--- src/rtl/mbox_pkg.sv ---
// Shared types and defaults for the EBOX side of the EBOX<->MBOX memory-reference handshake.
package mbox_pkg;

    localparam int unsigned TIMEOUT_DEF   = 1024;
    localparam int unsigned MAX_RETRY_DEF = 15;
    localparam int unsigned RETRY_W       = 4;

    typedef enum logic [2:0] {
        ST_IDLE,
        ST_REQ,
        ST_WAIT,
        ST_SYNC,
        ST_PAUSE,
        ST_FAIL
    } ebox_req_state_t;

    typedef struct packed {
        logic read;
        logic write;
        logic pause;
    } mem_op_t;

endpackage

--- src/rtl/ebox_req_timer.sv ---
// Response-timeout counter and saturating per-reference retry counter.
module ebox_req_timer
    import mbox_pkg::*;
#(
    parameter int unsigned TIMEOUT   = TIMEOUT_DEF,
    parameter int unsigned MAX_RETRY = MAX_RETRY_DEF
) (
    input  logic               clk,
    input  logic               rst_n,
    input  logic               tmo_clr_i,
    input  logic               tmo_en_i,
    input  logic               rty_clr_i,
    input  logic               rty_inc_i,
    output logic               tmo_expired_o,
    output logic               rty_exhausted_o,
    output logic [RETRY_W-1:0] rty_cnt_o
);

    localparam int unsigned        TW       = $clog2(TIMEOUT + 1);
    localparam logic [TW-1:0]      TMO_LAST = TW'(TIMEOUT - 1);
    localparam logic [TW-1:0]      TMO_SAT  = '1;
    localparam logic [RETRY_W-1:0] RTY_LAST = RETRY_W'(MAX_RETRY);
    localparam logic [RETRY_W-1:0] RTY_SAT  = '1;

    logic [TW-1:0]      tmo_q;
    logic [RETRY_W-1:0] rty_q;

    always_ff @(posedge clk or negedge rst_n) begin
        if (!rst_n) begin
            tmo_q <= '0;
            rty_q <= '0;
        end else begin
            if (tmo_clr_i)
                tmo_q <= '0;
            else if (tmo_en_i && tmo_q != TMO_SAT)
                tmo_q <= tmo_q + 1'b1;

            if (rty_clr_i)
                rty_q <= '0;
            else if (rty_inc_i && rty_q != RTY_SAT)
                rty_q <= rty_q + 1'b1;
        end
    end

    assign tmo_expired_o   = (tmo_q >= TMO_LAST);
    assign rty_exhausted_o = (rty_q >= RTY_LAST);
    assign rty_cnt_o       = rty_q;

endmodule

--- src/rtl/ebox_mem_req.sv ---
// EBOX-side initiator: issues one memory reference to the MBOX, syncs the response,
// and handles retry, page fail, abort, timeout and the read-pause-write second half.
module ebox_mem_req
    import mbox_pkg::*;
#(
    parameter int unsigned TIMEOUT   = TIMEOUT_DEF,
    parameter int unsigned MAX_RETRY = MAX_RETRY_DEF,
    parameter int unsigned DW        = 36,
    parameter int unsigned AW        = 23
) (
    input  logic               clk,
    input  logic               RESET_n,
    input  logic               START,
    input  logic               OP_READ,
    input  logic               OP_WRITE,
    input  logic               OP_PAUSE,
    input  logic [AW-1:0]      VMA_IN,
    input  logic [DW-1:0]      WR_DATA,
    input  logic               WR_GO,
    input  logic               ABORT,
    input  logic               MBOX_RESP,
    input  logic               EBOX_RETRY_REQ,
    input  logic               PAGE_FAIL_HOLD,
    input  logic [DW-1:0]      MB_RD_DATA,
    output logic               EBOX_REQ,
    output logic               VMA_READ,
    output logic               VMA_WRITE,
    output logic               VMA_PAUSE,
    output logic [AW-1:0]      VMA_OUT,
    output logic [DW-1:0]      EB_WR_DATA,
    output logic               EBOX_SYNC,
    output logic               EBOX_CYC_ABORT,
    output logic               BUSY,
    output logic               DONE,
    output logic [DW-1:0]      RD_DATA,
    output logic               PAGE_FAIL,
    output logic               NXM_ERR,
    output logic [RETRY_W-1:0] RETRY_CNT
);

    ebox_req_state_t state_q, state_d;
    mem_op_t         op_q, op_d;
    logic            half_q, half_d;
    logic            gap_q, gap_d;
    logic            abort_q, abort_d;
    logic            noop_q, noop_d;
    logic            pf_q, pf_d;
    logic            nxm_q, nxm_d;
    logic [AW-1:0]   vma_q, vma_d;
    logic [DW-1:0]   wdata_q, wdata_d;
    logic [DW-1:0]   rdata_q, rdata_d;

    logic rty_clr, rty_inc, tmo_expired, rty_exhausted;
    logic active, rd_qual;

    ebox_req_timer #(
        .TIMEOUT   (TIMEOUT),
        .MAX_RETRY (MAX_RETRY)
    ) u_timer (
        .clk             (clk),
        .rst_n           (RESET_n),
        .tmo_clr_i       (state_q != ST_WAIT),
        .tmo_en_i        (state_q == ST_WAIT),
        .rty_clr_i       (rty_clr),
        .rty_inc_i       (rty_inc),
        .tmo_expired_o   (tmo_expired),
        .rty_exhausted_o (rty_exhausted),
        .rty_cnt_o       (RETRY_CNT)
    );

    always_ff @(posedge clk or negedge RESET_n) begin
        if (!RESET_n) begin
            state_q <= ST_IDLE;
            op_q    <= '0;
            half_q  <= 1'b0;
            gap_q   <= 1'b0;
            abort_q <= 1'b0;
            noop_q  <= 1'b0;
            pf_q    <= 1'b0;
            nxm_q   <= 1'b0;
            vma_q   <= '0;
            wdata_q <= '0;
            rdata_q <= '0;
        end else begin
            state_q <= state_d;
            op_q    <= op_d;
            half_q  <= half_d;
            gap_q   <= gap_d;
            abort_q <= abort_d;
            noop_q  <= noop_d;
            pf_q    <= pf_d;
            nxm_q   <= nxm_d;
            vma_q   <= vma_d;
            wdata_q <= wdata_d;
            rdata_q <= rdata_d;
        end
    end

    // A pause reference reads in its first half and writes in its second half.
    assign active  = (state_q == ST_REQ) || (state_q == ST_WAIT);
    assign rd_qual = active && (op_q.pause ? !half_q : op_q.read);

    always_comb begin
        state_d = state_q;
        op_d    = op_q;
        half_d  = half_q;
        gap_d   = 1'b0;
        abort_d = 1'b0;
        noop_d  = 1'b0;
        pf_d    = pf_q;
        nxm_d   = nxm_q;
        vma_d   = vma_q;
        wdata_d = wdata_q;
        rdata_d = rdata_q;
        rty_clr = 1'b0;
        rty_inc = 1'b0;

        unique case (state_q)
            ST_IDLE: begin
                if (START) begin
                    pf_d    = 1'b0;
                    nxm_d   = 1'b0;
                    rty_clr = 1'b1;
                    if (OP_READ || OP_WRITE) begin
                        op_d.read  = OP_READ;
                        op_d.write = OP_WRITE;
                        op_d.pause = OP_PAUSE && OP_READ && OP_WRITE;
                        half_d     = 1'b0;
                        vma_d      = VMA_IN;
                        if (OP_WRITE && !OP_READ)
                            wdata_d = WR_DATA;
                        state_d = ST_REQ;
                    end else begin
                        noop_d = 1'b1;
                    end
                end
            end
            ST_REQ: begin
                if (ABORT) begin
                    abort_d = 1'b1;
                    state_d = ST_IDLE;
                end else if (!gap_q) begin
                    state_d = ST_WAIT;
                end
            end
            ST_WAIT: begin
                if (ABORT) begin
                    abort_d = 1'b1;
                    state_d = ST_IDLE;
                end else if (PAGE_FAIL_HOLD) begin
                    pf_d    = 1'b1;
                    state_d = ST_FAIL;
                end else if (MBOX_RESP) begin
                    if (rd_qual)
                        rdata_d = MB_RD_DATA;
                    state_d = ST_SYNC;
                end else if (EBOX_RETRY_REQ) begin
                    if (rty_exhausted) begin
                        nxm_d   = 1'b1;
                        state_d = ST_FAIL;
                    end else begin
                        rty_inc = 1'b1;
                        gap_d   = 1'b1;
                        state_d = ST_REQ;
                    end
                end else if (tmo_expired) begin
                    nxm_d   = 1'b1;
                    state_d = ST_FAIL;
                end
            end
            ST_SYNC: begin
                state_d = (op_q.pause && !half_q) ? ST_PAUSE : ST_IDLE;
            end
            ST_PAUSE: begin
                if (ABORT) begin
                    abort_d = 1'b1;
                    state_d = ST_IDLE;
                end else if (WR_GO) begin
                    wdata_d = WR_DATA;
                    half_d  = 1'b1;
                    state_d = ST_REQ;
                end
            end
            ST_FAIL: begin
                state_d = ST_IDLE;
            end
            default: begin
                state_d = ST_IDLE;
            end
        endcase
    end

    // The retry gap holds REQ for one extra cycle with the request deasserted.
    assign EBOX_REQ       = active && !gap_q;
    assign VMA_READ       = rd_qual;
    assign VMA_WRITE      = active && (op_q.pause ? half_q : op_q.write);
    assign VMA_PAUSE      = active && op_q.pause && !half_q;
    assign VMA_OUT        = vma_q;
    assign EB_WR_DATA     = wdata_q;
    assign EBOX_SYNC      = (state_q == ST_SYNC);
    assign EBOX_CYC_ABORT = abort_q;
    assign BUSY           = (state_q != ST_IDLE);
    assign DONE           = ((state_q == ST_SYNC) && !(op_q.pause && !half_q))
                            || (state_q == ST_FAIL) || noop_q;
    assign RD_DATA        = rdata_q;
    assign PAGE_FAIL      = pf_q;
    assign NXM_ERR        = nxm_q;

endmodule

--- config.mk ---
export PLATFORM = sky130hd
export DESIGN_NAME = ebox_mem_req
export DESIGN_NICKNAME = d
export VERILOG_FILES = /design/src/rtl/mbox_pkg.sv /design/src/rtl/ebox_req_timer.sv /design/src/rtl/ebox_mem_req.sv
export SDC_FILE = /design/constraint.sdc
export NUM_CORES = 1
export LEC_CHECK = 0
export ABC_AREA = 1
export BUFFER_PORTS_ARGS = -buffer_cell sky130_fd_sc_hd__buf_2
export CORE_MARGIN = 2
export CORE_UTILIZATION = 53
export DETAILED_ROUTE_END_ITERATION = 10
export PLACE_DENSITY = 0.91
export RECOVER_POWER = 25
export SYNTH_ARGS = -nofsm -noshare
export SYNTH_HDL_FRONTEND = slang
export SYNTH_SLANG_ARGS = --single-unit
--- constraint.sdc ---
create_clock -name clk -period 3 [get_ports clk]
set_input_delay 0.3 -clock clk [delete_from_list [all_inputs] [get_ports clk]]
set_output_delay 0.3 -clock clk [all_outputs]
set_load 0.005 [all_outputs]
==> results by group <==
Outcome
  • Status: complete, no violations

Synth
  • Post-Syn Area: 5500 µm²
  • Top cell type's share of synthesized area: 55.5%
  • Number of synthesized flops with an enable pin: 0
  • Async S/R FF share, synth: 100%
  • Yosys warnings: 0
  • Post-synthesis sequential area ratio: 55.5%
  • Most used DFF post-synth: dfrtp_1
  • Mapped Cells: 600
  • Synthesized area per cell: 9.17 µm²
  • Syn Nets: 708
  • Largest area contributor in the netlist: dfrtp_1
  • Synth cell types: 37
  • Synth top area cells: dfrtp_1 55%, nand2_1 15%, o21ai_2 5.9%, inv_1 4.4%, nand3_2 3.8%
  • FF+latch count, synth: 122

GRT
  • Pin count of the biggest net entering global routing: 73
  • Final global-route overflow total: 0
  • Vias in the first global route: 4693
  • GRT Util Overall: 25.1%
  • First-pass GRT wire length: 22.1 mm
  • Initial antenna violation count: 0

CTS
  • Reg clk slew, reported paths: 0.06 ns
  • CTS tree: built
  • Htree depth: 4
  • CTS sink cnt: 122
  • CTS max path bufs: 2
  • PostCTS Resize Cnt: 0
  • Num CTS Buffers: 17
  • Clk_lat worst skew: 0.49 ns
  • CTS Root Cell: clkbuf_8

Cells and area
  • Area Overhead vs Synth: 35.3%
  • Final antenna diode count: 0
  • Final nets: 944
  • Share of cells above drive strength 1: 37.0%

Setup path
  • CP required: 3.35 ns
  • CP Capture Type: register
  • Crit path DAT: 2.55 ns
  • Worst setup SP type: register
  • CP Class: register to register
  • CP Max Fanout: 72

Min path
  • Hold Path Class: input pin to register

STA
  • Setup ws final: 0.801 ns
  • Setup TNS: 0 ns
  • Fin Hold WS: 0.0267 ns
  • Max-slew violation count: 0
  • Worst-margin pin slew: 1.27 ns
  • Final Critical Period: 2.20 ns
  • Final hold vios: 0
  • RSZ-0062 raised after global routing: no
  • Fmax: 455 MHz
  • Rel. slew slack: 15.4%
  • Finish-stage setup viols: 0
  • Tcrit/Tclk final: 73.3%
  • Worst Skew: 0.0109 ns

Pwr
  • Pwr per Cell Area: 967 nW/µm²
  • Leakage: 4.19 nW
  • VDD IR max: 0.517 mV
  • Total power: 7.20 mW

Die
  • Ports: 215
  • Core area: 10200 µm²
  • Die Wd: 106 µm
  • Die Area: 11200 µm²
  • Die H: 106 µm
  • Cell Rows: 37
  • Initial Utilization: 54.0%

Drt
  • Pre-antenna DRT Iters: 4
  • Drt wl/cell: 14.0 µm
  • Number of DRC markers in iteration 0: 320
  • Final WL: 13.8 mm
  • Via count: 4817
  • DRC viols: 0
  • Antenna Nets Post-Route: 0
  • Vias per Instance: 4.89

Placed design
  • IO buf count: 214
  • RePlAce Congestion: 0.821
  • Post-DP HPWL: 9.63 mm
  • Setup WS pre-CTS: 0.900 ns

Flow run
  • Max Cap Violations: 0
## cells by family after synthesis
logic type	Yosys count	share of synthesized area, %
adder cells (fa/ha/maj)	2	0.455
flip-flops	122	55.5
XOR/XNOR	3	0.478
AND/OR/NAND/NOR	314	26.1
buffers and inverters	90	8.25
AO/OA/AOI/OAI	69	9.28
## flip-flops by register name, indices dropped and copies added, names as in the netlist
| name | count |
|---|---|
| noop_q | 1 |
| NXM_ERR | 1 |
| op_q | 3 |
| RD_DATA | 36 |
| u_timer.tmo_q | 11 |
| gap_q | 1 |
| PAGE_FAIL | 1 |
| VMA_OUT | 23 |
| EB_WR_DATA | 36 |
| EBOX_CYC_ABORT | 1 |
| u_timer.rty_cnt_o | 4 |
| half_q | 1 |
| state_q | 3 |
## placed cells by master, fill, tap and decap left out, drive strengths merged
master | synthesis | layout
dlygate4sd3 | 0 | 22
nand2 | 215 | 215
a31oi | 2 | 2
ha | 2 | 2
clkinv | 0 | 3
bufinv | 0 | 5
o211ai | 1 | 1
a21boi | 1 | 1
clkbuf | 1 | 24
inv | 68 | 70
xnor2 | 1 | 1
xor2 | 2 | 2
nand4 | 4 | 4
dfrtp | 122 | 122
o31ai | 3 | 3
o21ai | 50 | 50
a21oi | 9 | 9
or2 | 2 | 2
a211oi | 1 | 1
nor2 | 31 | 31
and3 | 1 | 1
nor3 | 5 | 5
clkinvlp | 0 | 3
nand3 | 56 | 56
o21a | 1 | 1
a22oi | 1 | 1
buf | 21 | 212
## through the flow
step,area (µm²),util (%),instances
global placement,6590,64.7,931
CTS,7450,73.1,984
global route,7440,73.1,985
detailed placement,6590,64.7,931
finish,7440,73.1,985
floorplan,5500,-,600
## Yosys cell counts, types with 4 or more instances
cell type / instances
nand2_1: 213
dfrtp_1: 122
inv_1: 65
o21ai_2: 37
nand3_1: 34
nor2_1: 27
nand3_2: 21
o21ai_0: 13
buf_6: 10
a21oi_1: 8
buf_2: 6
nand4_1: 4
nor3_1: 4
## power by group
group,switching [mW],leakage (nW),internal [mW]
registers,0.361,1.58,2.32
logic,1.37,2.30,0.959
clock network,0.727,0.305,1.46
total,2.45,4.19,4.75
## area by class of cell
class	instances	area, µm²
flip-flops and latches	122	3050
clock buffers	19	432
well taps	136	170
inverters	68	255
repair buffers	239	1320
fillers	758	2740
multi-input cells	388	2000
clock inverters	13	216
## timing repair
item	CTS	global route
hold endpoints to repair	71	1
hold buffers	21	1
setup buffers	0	0
## worst paths after layout
kind,endpoint,slack (ns),depth (start not counted),startpoint
setup / recovery,EB_WR_DATA[4],0.80,6,state_q[1]
hold / removal,VMA_OUT[8],0.03,3,VMA_IN[8]
setup reg to reg,EB_WR_DATA[4],0.80,6,state_q[1]
hold reg to reg,RD_DATA[19],0.47,2,RD_DATA[19]
max in group asynchronous,PAGE_FAIL,1.40,3,RESET_n
min in group asynchronous,RD_DATA[10],0.62,2,RESET_n
## per-layer routing
layer	GRT usage, %	share of wire, %
met5	0	0
met4	10.6	2.6
met3	6.19	5.6
met2	42.5	51
met1	30.7	41
## worst max-delay path, cell delays in order (launching register included)
cell,delay [ns]
dfrtp_1,0.44
nor2_1,0.26
inv_2,0.10
a21oi_2,0.16
nand3_4,0.68
nand2_1,0.31
o21ai_2,0.08
Power figures use the tool's default switching activity.
